## config.mk

```make
export PLATFORM = sky130hd
export DESIGN_NAME = jtag_user_bridge_flat
export DESIGN_NICKNAME = d
export VERILOG_FILES = /design/src/rtl/jtag_user_bridge_pkg.sv /design/src/rtl/jtag_user_bridge_if.sv /design/src/rtl/jtag_user_bridge_sync_edge.sv /design/src/rtl/jtag_user_bridge.sv /design/src/flat_wrapper.sv
export SDC_FILE = /design/constraint.sdc
export NUM_CORES = 1
export LEC_CHECK = 0
export BUFFER_PORTS_ARGS = -buffer_cell sky130_fd_sc_hd__buf_4
export CAP_MARGIN = 20
export CORE_MARGIN = 2
export CORE_UTILIZATION = 57
export CTS_CLUSTER_SIZE = 25
export DETAILED_ROUTE_END_ITERATION = 10
export GPL_TIMING_DRIVEN = 0
export PLACE_DENSITY = 0.76
export SLEW_MARGIN = 40
export SYNTH_ARGS = -nofsm -noshare
export SYNTH_HDL_FRONTEND = slang
export SYNTH_HIERARCHICAL = 1
export SYNTH_SLANG_ARGS = --single-unit
```

## constraint.sdc

```tcl
create_clock -name clk_p -period 4.7 [get_ports clk_p]
set_input_delay 0.94 -clock clk_p [delete_from_list [all_inputs] [get_ports clk_p]]
set_output_delay 0.94 -clock clk_p [all_outputs]
set_load 0.02 [all_outputs]
```

## src/rtl/jtag_user_bridge_pkg.sv

```systemverilog
// rtl/jtag_user_bridge_pkg.sv - shared types and constants for the JTAG user-chain bridge
package jtag_bridge_pkg;

    typedef enum logic {IDLE, REQ} state_t;

    localparam int DEF_ADDR_W = 7;
    localparam int DEF_DATA_W = 32;
    localparam int DR_W       = DEF_DATA_W + DEF_ADDR_W + 1;

    // status field bit positions in the low end of the captured DR
    localparam int ST_OVR = 0;
    localparam int ST_TMO = 1;
    localparam int ST_BSY = 2;

    // read-data value reported when the bus never acknowledges
    localparam logic [31:0] DEAD_BEEF = 32'hDEAD_BEEF;

    // DR frame width for an arbitrary address/data geometry: {wdata, addr, we}
    function automatic int dr_width(input int addr_w, input int data_w);
        return data_w + addr_w + 1;
    endfunction

endpackage

```

## src/rtl/jtag_user_bridge_if.sv

```systemverilog
// rtl/jtag_user_bridge_if.sv - register-bus request/ack interface between bridge and register file
interface jtag_user_bridge_if #(
    parameter int ADDR_W = 7,
    parameter int DATA_W = 32
);
    logic              bus_req;
    logic              bus_we;
    logic [ADDR_W-1:0] bus_addr;
    logic [DATA_W-1:0] bus_wdata;
    logic              bus_ack;
    logic [DATA_W-1:0] bus_rdata;

    modport master (
        output bus_req, bus_we, bus_addr, bus_wdata,
        input  bus_ack, bus_rdata
    );

    modport slave (
        input  bus_req, bus_we, bus_addr, bus_wdata,
        output bus_ack, bus_rdata
    );
endinterface

```

## src/rtl/jtag_user_bridge_sync_edge.sv

```systemverilog
// rtl/jtag_user_bridge_sync_edge.sv - multi-flop synchroniser with rise/fall detection for one JTAG input
module jtag_sync_edge #(
    parameter int STAGES = 2
) (
    input  logic clk_p,
    input  logic rst,
    input  logic d,
    output logic q,
    output logic rise,
    output logic fall
);
    logic [STAGES-1:0] chain;
    logic              q_d;

    // shift the async input through the chain and keep one extra sample for edge detection
    always_ff @(posedge clk_p or posedge rst) begin
        if (rst) begin
            chain <= '0;
            q_d   <= 1'b0;
        end else begin
            chain <= {chain[STAGES-2:0], d};
            q_d   <= chain[STAGES-1];
        end
    end

    assign q    = chain[STAGES-1];
    assign rise = q & ~q_d;
    assign fall = ~q & q_d;
endmodule

```

## src/rtl/jtag_user_bridge.sv

```systemverilog
// rtl/jtag_user_bridge.sv - BSCANE2 user-chain to register-bus bridge, oversampling TCK in clk_p
module jtag_user_bridge
    import jtag_bridge_pkg::*;
#(
    parameter int ADDR_W      = 7,
    parameter int DATA_W      = 32,
    parameter int SYNC_STAGES = 2,
    parameter int TIMEOUT     = 255
) (
    input  logic                clk_p,
    input  logic                rst,
    input  logic                jtag_tck,
    input  logic                jtag_tdi,
    input  logic                jtag_sel,
    input  logic                jtag_shift,
    input  logic                jtag_capture,
    input  logic                jtag_update,
    output logic                jtag_tdo,
    output logic                o_busy,
    jtag_user_bridge_if.master  bus
);
    localparam int FW = dr_width(ADDR_W, DATA_W);
    localparam int CW = $clog2(TIMEOUT + 1);

    logic s_tck, s_tdi, s_sel, s_shift, s_cap, s_upd;
    logic tck_rise, tck_fall;
    logic tdi_rise, tdi_fall, sel_rise, sel_fall, sh_rise, sh_fall;
    logic cap_rise, cap_fall, upd_rise, upd_fall;

    jtag_sync_edge #(.STAGES(SYNC_STAGES)) u_sync_tck (.clk_p(clk_p), .rst(rst), .d(jtag_tck),     .q(s_tck),   .rise(tck_rise), .fall(tck_fall));
    jtag_sync_edge #(.STAGES(SYNC_STAGES)) u_sync_tdi (.clk_p(clk_p), .rst(rst), .d(jtag_tdi),     .q(s_tdi),   .rise(tdi_rise), .fall(tdi_fall));
    jtag_sync_edge #(.STAGES(SYNC_STAGES)) u_sync_sel (.clk_p(clk_p), .rst(rst), .d(jtag_sel),     .q(s_sel),   .rise(sel_rise), .fall(sel_fall));
    jtag_sync_edge #(.STAGES(SYNC_STAGES)) u_sync_sh  (.clk_p(clk_p), .rst(rst), .d(jtag_shift),   .q(s_shift), .rise(sh_rise),  .fall(sh_fall));
    jtag_sync_edge #(.STAGES(SYNC_STAGES)) u_sync_cap (.clk_p(clk_p), .rst(rst), .d(jtag_capture), .q(s_cap),   .rise(cap_rise), .fall(cap_fall));
    jtag_sync_edge #(.STAGES(SYNC_STAGES)) u_sync_upd (.clk_p(clk_p), .rst(rst), .d(jtag_update),  .q(s_upd),   .rise(upd_rise), .fall(upd_fall));

    logic [FW-1:0]     sr;
    logic [DATA_W-1:0] last_rdata;
    logic              ovr, tmo;
    logic              upd_lvl_d;
    logic [CW-1:0]     cnt;
    state_t            state;
    logic [ADDR_W:0]   status;

    // capture takes priority over shift when both are asserted
    wire cap_ev   = tck_rise & s_sel & s_cap;
    wire shift_ev = tck_rise & s_sel & s_shift & ~s_cap;
    wire upd_lvl  = s_sel & s_upd;
    wire upd      = upd_lvl & ~upd_lvl_d;
    wire ovr_set  = upd & (state != IDLE);
    wire tmo_hit  = (state == REQ) & ~bus.bus_ack & (cnt == CW'(TIMEOUT - 1));

    // status word placed under last_rdata in the captured frame
    always_comb begin
        status         = '0;
        status[ST_OVR] = ovr;
        status[ST_TMO] = tmo;
        status[ST_BSY] = o_busy;
    end

    // DR shift register and TDO; TDO changes only on TCK fall so the host samples a settled bit
    always_ff @(posedge clk_p or posedge rst) begin
        if (rst) begin
            sr       <= '0;
            jtag_tdo <= 1'b0;
        end else begin
            if (cap_ev)
                sr <= {last_rdata, status};
            else if (shift_ev)
                sr <= {s_tdi, sr[FW-1:1]};
            if (tck_fall)
                jtag_tdo <= sr[0];
        end
    end

    // sticky read-to-clear flags; a new set in the clearing cycle survives
    always_ff @(posedge clk_p or posedge rst) begin
        if (rst) begin
            ovr <= 1'b0;
            tmo <= 1'b0;
        end else begin
            ovr <= ovr_set | (ovr & ~cap_ev);
            tmo <= tmo_hit | (tmo & ~cap_ev);
        end
    end

    // request FSM with registered bus outputs, timeout counter and read-data latch
    always_ff @(posedge clk_p or posedge rst) begin
        if (rst) begin
            state         <= IDLE;
            o_busy        <= 1'b0;
            bus.bus_req   <= 1'b0;
            bus.bus_we    <= 1'b0;
            bus.bus_addr  <= '0;
            bus.bus_wdata <= '0;
            last_rdata    <= '0;
            cnt           <= '0;
            upd_lvl_d     <= 1'b0;
        end else begin
            upd_lvl_d <= upd_lvl;
            case (state)
                IDLE: begin
                    if (upd) begin
                        bus.bus_we    <= sr[0];
                        bus.bus_addr  <= sr[ADDR_W:1];
                        bus.bus_wdata <= sr[FW-1:ADDR_W+1];
                        bus.bus_req   <= 1'b1;
                        cnt           <= '0;
                        o_busy        <= 1'b1;
                        state         <= REQ;
                    end
                end
                REQ: begin
                    if (bus.bus_ack) begin
                        bus.bus_req <= 1'b0;
                        if (!bus.bus_we)
                            last_rdata <= bus.bus_rdata;
                        o_busy <= 1'b0;
                        state  <= IDLE;
                    end else if (tmo_hit) begin
                        bus.bus_req <= 1'b0;
                        last_rdata  <= DATA_W'(DEAD_BEEF);
                        o_busy      <= 1'b0;
                        state       <= IDLE;
                    end else begin
                        cnt <= cnt + 1'b1;
                    end
                end
                default: begin
                    state  <= IDLE;
                    o_busy <= 1'b0;
                end
            endcase
        end
    end
endmodule
```

## src/flat_wrapper.sv

```systemverilog
// flat-port wrapper written by rule: the top's interface ports become plain ports
module jtag_user_bridge_flat import jtag_bridge_pkg::*;
#(
    parameter int ADDR_W      = 7,
    parameter int DATA_W      = 32,
    parameter int SYNC_STAGES = 2,
    parameter int TIMEOUT     = 255
)
  (clk_p, rst, jtag_tck, jtag_tdi, jtag_sel, jtag_shift, jtag_capture, jtag_update, jtag_tdo, o_busy, bus_bus_req, bus_bus_we, bus_bus_addr, bus_bus_wdata, bus_bus_ack, bus_bus_rdata);
  jtag_user_bridge_if #(.ADDR_W(ADDR_W), .DATA_W(DATA_W)) bus_i ();
  input  logic clk_p;
  input  logic rst;
  input  logic jtag_tck;
  input  logic jtag_tdi;
  input  logic jtag_sel;
  input  logic jtag_shift;
  input  logic jtag_capture;
  input  logic jtag_update;
  output logic jtag_tdo;
  output logic o_busy;
  output wire logic [$bits(bus_i.bus_req)-1:0] bus_bus_req;
  output wire logic [$bits(bus_i.bus_we)-1:0] bus_bus_we;
  output wire logic [$bits(bus_i.bus_addr)-1:0] bus_bus_addr;
  output wire logic [$bits(bus_i.bus_wdata)-1:0] bus_bus_wdata;
  input wire logic [$bits(bus_i.bus_ack)-1:0] bus_bus_ack;
  input wire logic [$bits(bus_i.bus_rdata)-1:0] bus_bus_rdata;
  assign bus_bus_req = bus_i.bus_req;
  assign bus_bus_we = bus_i.bus_we;
  assign bus_bus_addr = bus_i.bus_addr;
  assign bus_bus_wdata = bus_i.bus_wdata;
  assign bus_i.bus_ack = bus_bus_ack;
  assign bus_i.bus_rdata = bus_bus_rdata;
  jtag_user_bridge #(.ADDR_W(ADDR_W), .DATA_W(DATA_W), .SYNC_STAGES(SYNC_STAGES), .TIMEOUT(TIMEOUT)) u_core (.clk_p(clk_p), .rst(rst), .jtag_tck(jtag_tck), .jtag_tdi(jtag_tdi), .jtag_sel(jtag_sel), .jtag_shift(jtag_shift), .jtag_capture(jtag_capture), .jtag_update(jtag_update), .jtag_tdo(jtag_tdo), .o_busy(o_busy), .bus(bus_i));
endmodule
```

-- Word level (Yosys, flattened, before mapping)
Index checks and enable logic that the tools add are counted.
- logic and storage cells: 71
- memory bits (read-only): 0
- output and inout port bits: 43
- RAM bits: 0
- bits in registers: 139
- bits in latches: 0
- memories kept: 0
- bitwise logic cells: 22
- reduce and logical (&&, ||, !) cells: 6
- $add $sub $neg: 1
- shift operators: 0
- multipliers: 0
- divide/modulo/power cells: 0
- mux-type cells: 17
- equal/unequal tests: 6
- magnitude comparators: 0
- operators with widths (cell ; number):
    32-bit two-way mux ; 3
    40-bit two-way mux ; 2
    8-bit two-way mux ; 3
    8-bit case mux with 2 select lines ; 1
    1-bit bitwise AND ; 13
    8-bit by 1-bit adder with 8-bit output (second input constant) ; 1
    8-bit == test (second input constant) ; 1
    1-bit NOT ; 7
    1-bit two-way mux ; 6
    2-bit != test (second input constant) ; 3
    3-bit AND reduction ; 2
    1-bit case mux with 2 select lines ; 2
    2-bit AND reduction ; 2
    2-bit nonzero test ; 2
    3-bit != test (second input constant) ; 1
    2-bit by 1-bit != test with 1-bit output (second input constant) ; 1
    1-bit OR ; 2

-- Logic depth before layout (Yosys ltp)
Gate-level depths: netlist of the first run.
- depth in word-level cells: 7
- mapped depth: 6
- depth with buffers taken out: 5

-- Cells and area by module
Netlist of the first run, hierarchy kept.
- by module, submodules not included (module ; cells an instance ; area each (um^2) ; times used):
    jtag_user_bridge ; 544 ; 5357.6 ; 1
    jtag_sync_edge ; 6 ; 93.8 ; 6

-- Worst setup path before layout of the first run
Ideal clock, no wire load.
- path kind: in2reg
- start point: input port bus_bus_ack
- end point: register u_core.last_rdata[14]
- setup slack: 2970 ps
- stages on the path: 4
- buffers on the path: 1
- data arrival time: 1610 ps
- library setup time: 120 ps
- required time: 4580 ps
- cells stage by stage: and2b_1 -> and3_1 -> clkbuf_4 -> o21ai_2
- cells in the longest elaborated chain, start to end: 5
- elaborated cells between the ends (all ways): 7
- ends and longest elaborated chain (what ; RTL line ; text):
    from (decl) ; flat_wrapper.sv:25 ; input wire logic [$bits(bus_i.bus_ack)-1:0] bus_bus_ack;
    1-bit NOT ; jtag_user_bridge.sv:51 ; wire tmo_hit = (state == REQ) & ~bus.bus_ack & (cnt == CW'(TIMEOUT - 1));
    1-bit bitwise AND (2 in series) ; jtag_user_bridge.sv:51 ;
    2-bit nonzero test (no line) ; -- ;
    3-bit AND reduction (no line) ; -- ;
    to (signal assigned) ; jtag_user_bridge.sv:117 ; last_rdata <= bus.bus_rdata;
    to (signal assigned) ; jtag_user_bridge.sv:122 ; last_rdata <= DATA_W'(DEAD_BEEF);
    to (decl) ; jtag_user_bridge.sv:38 ; logic [DATA_W-1:0] last_rdata;
Parallel ways exist; a longest one is shown, timed or not.
A chain may end at the register's enable or synchronous reset.

-- Worst setup path after layout of the first run
- start point: register u_core.o_busy
- end point: output port o_busy
- RTL lines (what ; RTL line ; text):
    from (decl) ; jtag_user_bridge.sv:19 ; output logic o_busy,
    from (signal assigned) ; jtag_user_bridge.sv:91 ; o_busy <= 1'b0;
    from (signal assigned) ; jtag_user_bridge.sv:109 ; o_busy <= 1'b1;
    from (signal assigned) ; jtag_user_bridge.sv:118 ; o_busy <= 1'b0;
    to (decl) ; flat_wrapper.sv:20 ; output logic o_busy;
No word-level cell between the ends.

==> results of run 1 <==
-- worst reg2reg max path: stages (launching register included) --
cell and delay (ps):
dfrtp_1 410, inv_1 80, ha_1 180, and3_1 310, and3_1 200, clkbuf_4 230
o21ai_2 90
-- flip-flops by register name, indices dropped and copies added (netlist names), 2 cells and up --
| signal | flops |
|---|---|
| u_core/u_sync_sh/chain | 2 |
| u_core/sr | 40 |
| u_core/last_rdata | 32 |
| u_core/u_sync_cap/chain | 2 |
| u_core/u_sync_upd/chain | 2 |
| u_core/bus.bus_wdata | 32 |
| u_core/cnt | 8 |
| u_core/u_sync_sel/chain | 2 |
| u_core/u_sync_tdi/chain | 2 |
| u_core/u_sync_tck/chain | 2 |
| u_core/bus.bus_addr | 7 |
-- final cells by class --
class	count	area, um^2
clock buffer	19	442
tap	133	166
clock inverter	11	194
multi-input combinational	381	1980
timing repair buffer	84	651
fill	716	2590
buffer	33	218
sequential	139	3480
inverter	12	52.6
-- metal layers --
| layer | global-route usage [%] | wire length [um] | vias up |
|---|---|---|---|
| met5 | 0 | 0 | - |
| met4 | 9.94 | 255 | 0 |
| met3 | 6.64 | 667 | 25 |
| met2 | 43.4 | 6770 | 148 |
| met1 | 33.7 | 5760 | 2197 |
| li1 | - | - | 2066 |
-- where the power goes --
group	internal [uW]	switching [uW]
Clock	937	490
Combinational	414	505
Sequential	1580	270
Total	2930	1270
-- through the flow --
| step | hold WS [ps] | std cells | cell area, um^2 | power (uW) | TNS [ps] |
|---|---|---|---|---|---|
| final | 320 | 812 | 7180 | 4200 | 0 |
| after global routing | 311 | 812 | 7180 | 4400 | 0 |
| after CTS | 312 | 812 | 7180 | 4210 | 0 |
| after detailed placement | 335 | 782 | 6550 | 2770 | 0 |
| after global placement | 332 | 781 | 6510 | 2710 | -123120 |
| after floorplan | 331 | 565 | 5720 | 2370 | 0 |
-- worst max path at each step --
stage | start | endpoint | slack, ps | depth (start not counted)
2_1_floorplan | rst | u_core/bus.bus_addr[0] | 400 | 1
3_3_place_gp | rst | u_core/bus.bus_wdata[19] | -980 | 2
3_5_place_dp | bus_bus_ack | u_core/last_rdata[12] | 2650 | 5
4_1_cts | u_core/o_busy | o_busy | 2510 | 2
5_1_grt | u_core/o_busy | o_busy | 2480 | 2
6_report | u_core/o_busy | o_busy | 2530 | 2
==> flow_summary.json, run 1 <==
{
  "cts_tree": "done",
  "port-buffer-count": 83,
  "grt_max_degree": 68,
  "antenna_cells": 0,
  "antenna_found_initial": 0,
  "slowest_delay_ps": 420,
  "slowest_stage": "dfrtp_1",
  "syn_avg_cell_area_um2": 10.1,
  "endpoint_kind": "output port",
  "drive_gt1_share_pct": 23.0,
  "drt_iter0_markers": 211,
  "holdBufCountCts": 0,
  "die_h_um": 104,
  "final_cell_mix": "nand2_1, dfrtp_1, buf_4, nor2_1, mux2i_1",
  "ant_nets": 0,
  "core_um2": 9770,
  "postSynthCellCount": 565,
  "maxCapViolations": 0,
  "grt_use_total_pct": 26.3,
  "start_util_pct": 58.5,
  "dp_slack_ps": 2650,
  "startpoint_type": "flop",
  "r2r-start": "u_core/cnt[0]",
  "fin_crit_sh_pct": 46.2,
  "cts_sinks": 139,
  "clock-root-buffer": "clkbuf_8",
  "slew_headroom_pct": 59.8,
  "final_nets": 711,
  "r2r_slack_ps": 3080,
  "fin_crit_ps": 2170,
  "cp_max_fo": 5,
  "slew_violations": 0,
  "skew_ps": 9.57,
  "crit_chain": "buf_4, buf_4",
  "via_count": 4436,
  "dp_hpwl_mm": 8.89,
  "routabilityCongestion": 0.840,
  "worst_slack_ps": 2530,
  "clk_pin_slew_worst_paths_ps": 60,
  "arrival_ps": 1230,
  "route.detailed.drc": 0,
  "die_width_um": 104,
  "power.density_nw_per_um2": 584,
  "grt_overflow": 0,
  "worst_r2r_endpoint": "u_core/last_rdata[17]",
  "syn_area_um2": 5720,
  "numCtsBuffers": 17,
  "io_pins": 84,
  "clk_latency_ps": 530,
  "hp-class": "in2async",
  "grt_pass1_vias": 4552,
  "tightest_slew_ps": 602,
  "grt_pass1_wl_mm": 22.3,
  "setup_viol_count_final": 0,
  "vias_per_cell": 5.46,
  "path_buf_inv": 2,
  "syn_to_final_growth_pct": 25.5,
  "htree_levels": 4,
  "power_leakage_uw": 0.00355,
  "wire_per_inst_um": 16.6,
  "postCtsSetupRepairBufs": 0,
  "layout_commonest_cell": "nand2_1",
  "status": "completed",
  "cts_buffer_depth": 2,
  "crit_path_frequent_cell": "buf_4",
  "core.rowCount": 36,
  "cp_top_family": "flip-flops",
  "final_core_util_pct": 73.5,
  "wirelength_mm": 13.4,
  "synth_warnings": 6,
  "critical_path_class": "reg2out",
  "firstDrtPassIters": 7,
  "rr_worst_depth": 6,
  "post_cts_resized": 0,
  "rsz0062_at_grt": "false",
  "vdd_drop_max_v": 0.000357,
  "synthesis.nets": 608,
  "hold_viol": 0,
  "max_freq_ghz": 0.460,
  "die-area_um2": 10900,
  "required_ps": 3760
}
Note: power is estimated with default switching activity, not from simulation.
==> run 2, diff against run 1 <==
- CORE_UTILIZATION: 57 -> 51
- PLACE_DENSITY: 0.76 -> 0.72
- clock period: 4.7 -> 1.79 ns (I/O delays scaled with it)
==> run 2 against run 1 <==
Compared with the run above: critical path depth did not move; first-iteration DRC count is 16% higher; worst hold slack lost 270 ps; combinational power increased to 2.7 times the previous value; flip-flop and latch count is the same; setup slack got worse by 2300 ps; cell count up 2.0%; highest routed layer unchanged.
==> flow_summary.json, run 2 (same netlist as run 1, synthesis figures left out) <==
{
  "final_nets": 723,
  "htree_levels": 4,
  "critical_path_class": "reg2out",
  "vias_per_cell": 5.36,
  "io_pins": 84,
  "status": "completed",
  "r2r_slack_ps": 230,
  "postCtsSetupRepairBufs": 0,
  "skew_ps": 4.56,
  "grt_max_degree": 25,
  "cts_buffer_depth": 2,
  "post_cts_resized": 0,
  "clock-root-buffer": "clkbuf_8",
  "top_register": "u_core/sr",
  "tightest_slew_ps": 583,
  "wirelength_mm": 13.1,
  "slew_headroom_pct": 61.2,
  "hold_start": "bus_bus_rdata[14]",
  "clk_pin_slew_worst_paths_ps": 50,
  "antenna_cells": 0,
  "final_core_util_pct": 66.8,
  "crit_chain": "buf_4, buf_4",
  "whs_path_depth": 3,
  "grt_overflow": 0,
  "fin_hold_ws_ps": 50.3,
  "firstDrtPassIters": 5,
  "hp-class": "in2reg",
  "startpoint_type": "flop",
  "power.density_nw_per_um2": 1430,
  "slowest_delay_ps": 430,
  "wire_per_inst_um": 15.8,
  "grt_use_total_pct": 23.7,
  "drive_gt1_share_pct": 22.5,
  "dpl_cell_area_um2": 6690,
  "cp_max_fo": 5,
  "maxCapViolations": 0,
  "start_util_pct": 52.5,
  "numCtsBuffers": 17,
  "power_leakage_uw": 0.00359,
  "required_ps": 1430,
  "grt_pass1_vias": 4405,
  "largest_registers": "u_core/sr x40, u_core/bus.bus_wdata x32, u_core/last_rdata x32",
  "core_um2": 10900,
  "dp_hpwl_mm": 9.11,
  "final_cell_area_um2": 7280,
  "rr_worst_depth": 6,
  "port-buffer-count": 83,
  "core.rowCount": 38,
  "rsz0062_at_grt": "false",
  "fin_crit_sh_pct": 89.5,
  "ant_nets": 0,
  "via_count": 4438,
  "die_width_um": 110,
  "die-area_um2": 12100,
  "min_to": "u_core/last_rdata[14]",
  "routabilityCongestion": 0.859,
  "endpoint_kind": "output port",
  "finalPower_uw": 10400,
  "largest_reg_flops": 40,
  "crit_path_frequent_cell": "buf_4",
  "vdd_drop_max_v": 0.000694,
  "holdBufCountCts": 7,
  "slew_violations": 0,
  "clk_latency_ps": 520,
  "slowest_stage": "dfrtp_1",
  "r2r-start": "u_core/cnt[0]",
  "syn_to_final_growth_pct": 27.2,
  "hold_viol": 0,
  "fillers": 857,
  "antenna_found_initial": 0,
  "drt_iter0_markers": 245,
  "max_freq_ghz": 0.624,
  "cts_tree": "done",
  "dp_slack_ps": 232,
  "fin_crit_ps": 1600,
  "worst_r2r_endpoint": "u_core/last_rdata[24]",
  "die_h_um": 110,
  "layout_commonest_cell": "nand2_1",
  "setup_viol_count_final": 0,
  "arrival_ps": 1240,
  "grt_pass1_wl_mm": 21.5,
  "route.detailed.drc": 0,
  "worst_slack_ps": 188,
  "final_cell_mix": "nand2_1, dfrtp_1, buf_4, nor2_1, mux2i_1",
  "cts_sinks": 139
}
-- run 2: worst max-delay path, delay by kind of cell, from the launching register on --
family | cells | cell delay [ps]
buf+inv | 2 | 300
flops | 1 | 430
-- run 2: per-stage QoR --
stage	instances	TNS [ps]
detailed placement	794	0
floorplan	565	-15280
global placement	788	-117170
finish	828	0
global route	828	0
CTS	828	0
-- run 2: worst max-delay path by stage --
stage	from	to	slack, ps
floorplan	rst	u_core/bus.bus_addr[0]	-120
global placement	rst	u_core/bus.bus_wdata[15]	-940
detailed placement	u_core/cnt[0]	u_core/last_rdata[24]	230
CTS	u_core/o_busy	o_busy	160
global route	u_core/u_sync_tck/chain[1]	u_core/sr[30]	80
finish	u_core/o_busy	o_busy	190
-- run 2: layout make-up --
type	instances	area, um^2	share of cell area [%]
buffer	33	218	2.99
clock buffer	24	480	6.60
clock inverter	3	40.0	0.550
inverter	12	48.8	0.670
multi-input combinational	381	1980	27.2
sequential	139	3480	47.8
tap	140	175	2.41
timing repair buffer	96	858	11.8
-- run 2: power breakdown --
part	total (uW)	internal, uW	switching, uW	leakage [uW]
logic	2440	1130	1310	0.00162
clock network	3120	1940	1170	0.000259
registers	4830	4150	679	0.00172
-- run 2: layer usage --
metal / global-route usage [%] / up-vias / wire [um]
met4: 8.77 / 0 / 262
met3: 6.05 / 21 / 642
li1: - / 2089 / -
met1: 31.0 / 2202 / 5660
met2: 38.1 / 126 / 6530
met5: 0 / - / 0
==> run 3, diff against run 2 <==
- ABC_AREA: unset -> 1
- CORE_UTILIZATION: 51 -> 25
- PLACE_DENSITY: 0.72 -> 0.4
- SETUP_SLACK_MARGIN: unset -> 0.4
==> run 3 against run 2 <==
Compared with the run above: clock skew increased by 5.1 ps; die area increased by 94%; critical path depth unchanged; utilization decreased by 30 points; total power decreased by 2.2%; largest cell class unchanged; highest routed layer unchanged.
==> flow_summary.json, run 3 <==
{
  "status": "completed",
  "syn_avg_cell_area_um2": 9.35,
  "numCtsBuffers": 17,
  "clk_pin_slew_worst_paths_ps": 60,
  "syn_area_um2": 5550,
  "grt_pass1_vias": 4469,
  "final_core_util_pct": 36.4,
  "wire_per_inst_um": 15.5,
  "largest_registers": "u_core/sr x40, u_core/bus.bus_wdata x32, u_core/last_rdata x32",
  "die_width_um": 153,
  "critical_path_class": "reg2out",
  "arrival_ps": 1090,
  "worst_r2r_endpoint": "u_core/sr[8]",
  "dp_hpwl_mm": 10.8,
  "syn_to_final_growth_pct": 43.1,
  "r2r-start": "u_core/u_sync_tck/q_d",
  "rsz0062_at_grt": "true",
  "dpl_cell_area_um2": 6670,
  "via_count": 4439,
  "swShare_pct": 29.5,
  "grt_use_total_pct": 13.6,
  "slowest_stage": "dfrtp_2",
  "antenna_found_initial": 0,
  "clkPwrFrac_pct": 35.7,
  "cts_tree": "done",
  "crit_path_frequent_cell": "buf_6",
  "grt_max_degree": 26,
  "grt_pass1_wl_mm": 24.6,
  "fin_crit_ps": 1450,
  "min_to": "u_core/u_sync_upd/chain[0]",
  "setup_viol_count_final": 0,
  "core.rowCount": 54,
  "wl_met2_mm": 7.52,
  "drive_gt1_share_pct": 29.9,
  "p_int_uw": 7150,
  "rr_worst_depth": 6,
  "routabilityCongestion": 0.774,
  "tightest_slew_ps": 275,
  "required_ps": 1430,
  "drt_iter0_markers": 249,
  "slew_violations": 0,
  "route.detailed.drc": 0,
  "grt_overflow": 0,
  "ant_nets": 0,
  "synth_warnings": 6,
  "top_layer_used": "met4",
  "io_pins": 84,
  "postSynthCellCount": 594,
  "die-area_um2": 23400,
  "fin_hold_ws_ps": 44.9,
  "final_cell_area_um2": 7950,
  "maxCapViolations": 0,
  "hold_viol": 0,
  "endpoint_kind": "output port",
  "vdd_drop_max_v": 0.000589,
  "max_freq_ghz": 0.691,
  "p_comb_share_pct": 21.8,
  "fin_crit_sh_pct": 80.9,
  "die_h_um": 153,
  "slowest_delay_ps": 440,
  "final_cell_mix": "dfrtp_1, o21ai_0, buf_4, nand2_1, nor2_1",
  "clock-root-buffer": "clkbuf_16",
  "dr_wl_met3_um": 602,
  "crit_chain": "buf_6, buf_6",
  "top_register": "u_core/sr",
  "synthesis.nets": 637,
  "wirelength_mm": 15.7,
  "firstDrtPassIters": 7,
  "cp_max_fo": 3,
  "r2r_slack_ps": 370,
  "cts_sinks": 139,
  "layout_commonest_cell": "dfrtp_1",
  "htree_levels": 4,
  "final_nets": 767,
  "startpoint_type": "flop",
  "hold_start": "jtag_update",
  "core_um2": 21800,
  "sequentialPowerShare_pct": 42.5,
  "hp-class": "in2reg",
  "cts_buffer_depth": 2,
  "whs_path_depth": 1,
  "slew_headroom_pct": 81.6,
  "skew_ps": 9.65,
  "port-buffer-count": 83,
  "vias_per_cell": 4.37,
  "met1_length_mm": 7.32,
  "clk_latency_ps": 420,
  "antenna_cells": 0,
  "start_util_pct": 25.5,
  "largest_reg_flops": 40,
  "p_switching_uw": 3000,
  "power_leakage_uw": 0.00372,
  "power.density_nw_per_um2": 1280
}
==> run 3: critical path, delay by kind of cell (launching register included) <==
family / cells / cell delay [ps]
DFF: 1 / 440
buffers and inverters: 2 / 240
==> run 3: stage by stage <==
stage,total power (uW),setup TNS [ps],setup slack [ps],instances
global placement,6250,-142550,-1100,957
global route,10700,0,266,1016
detailed placement,6330,-7370,-249,963
floorplan,5400,-15280,-121,594
finish,10200,0,343,1016
CTS,10100,0,315,1008
==> run 3: metal layers <==
| layer | global-route usage (%) | vias to the layer above |
|---|---|---|
| met1 | 18.0 | 2158 |
| met4 | 5.78 | 0 |
| met5 | 0 | - |
| li1 | - | 2181 |
| met3 | 3.20 | 19 |
| met2 | 21.4 | 81 |
==> run 3: final cells by class <==
| cell class | count | area, um^2 |
|---|---|---|
| Clock inverter | 11 | 144 |
| Buffer | 31 | 383 |
| Multi-Input combinational cell | 357 | 1870 |
| Fill cell | 2214 | 13900 |
| Clock buffer | 20 | 467 |
| Timing Repair Buffer | 109 | 987 |
| Sequential cell | 139 | 3480 |
| Inverter | 69 | 268 |
| Tap cell | 280 | 350 |
==> run 3: how the worst max path moves through the flow <==
stage	from	to	cells past startpoint
final	u_core/o_busy	o_busy	2
after global routing	u_core/cnt[3]	u_core/last_rdata[27]	7
after CTS	u_core/o_busy	o_busy	2
after detailed placement	u_core/u_sync_tck/chain[1]	u_core/sr[8]	6
after global placement	rst	u_core/bus.bus_wdata[18]	2
after floorplan	rst	u_core/bus.bus_addr[0]	1
==> run 3: timing repair <==
| action | in CTS | in global routing |
|---|---|---|
| resized for setup | 85 | 111 |
| setup endpoints to repair | 126 | 110 |
| hold buffers | 1 | 0 |
| setup buffers | 10 | 3 |
| pin swaps | 5 | 10 |
| hold endpoints to repair | 18 | 0 |
| gates cloned | 3 | 5 |
==> run 3: power by group through the flow <==
| stage | Sequential, uW | Combinational, uW | Clock [uW] |
|---|---|---|---|
| floorplan | 4570 | 833 | 0 |
| detailed placement | 4350 | 1980 | 0 |
| finish | 4320 | 2220 | 3620 |
| global placement | 4330 | 1910 | 0 |
| CTS | 4290 | 2120 | 3700 |
| global route | 4420 | 2470 | 3830 |
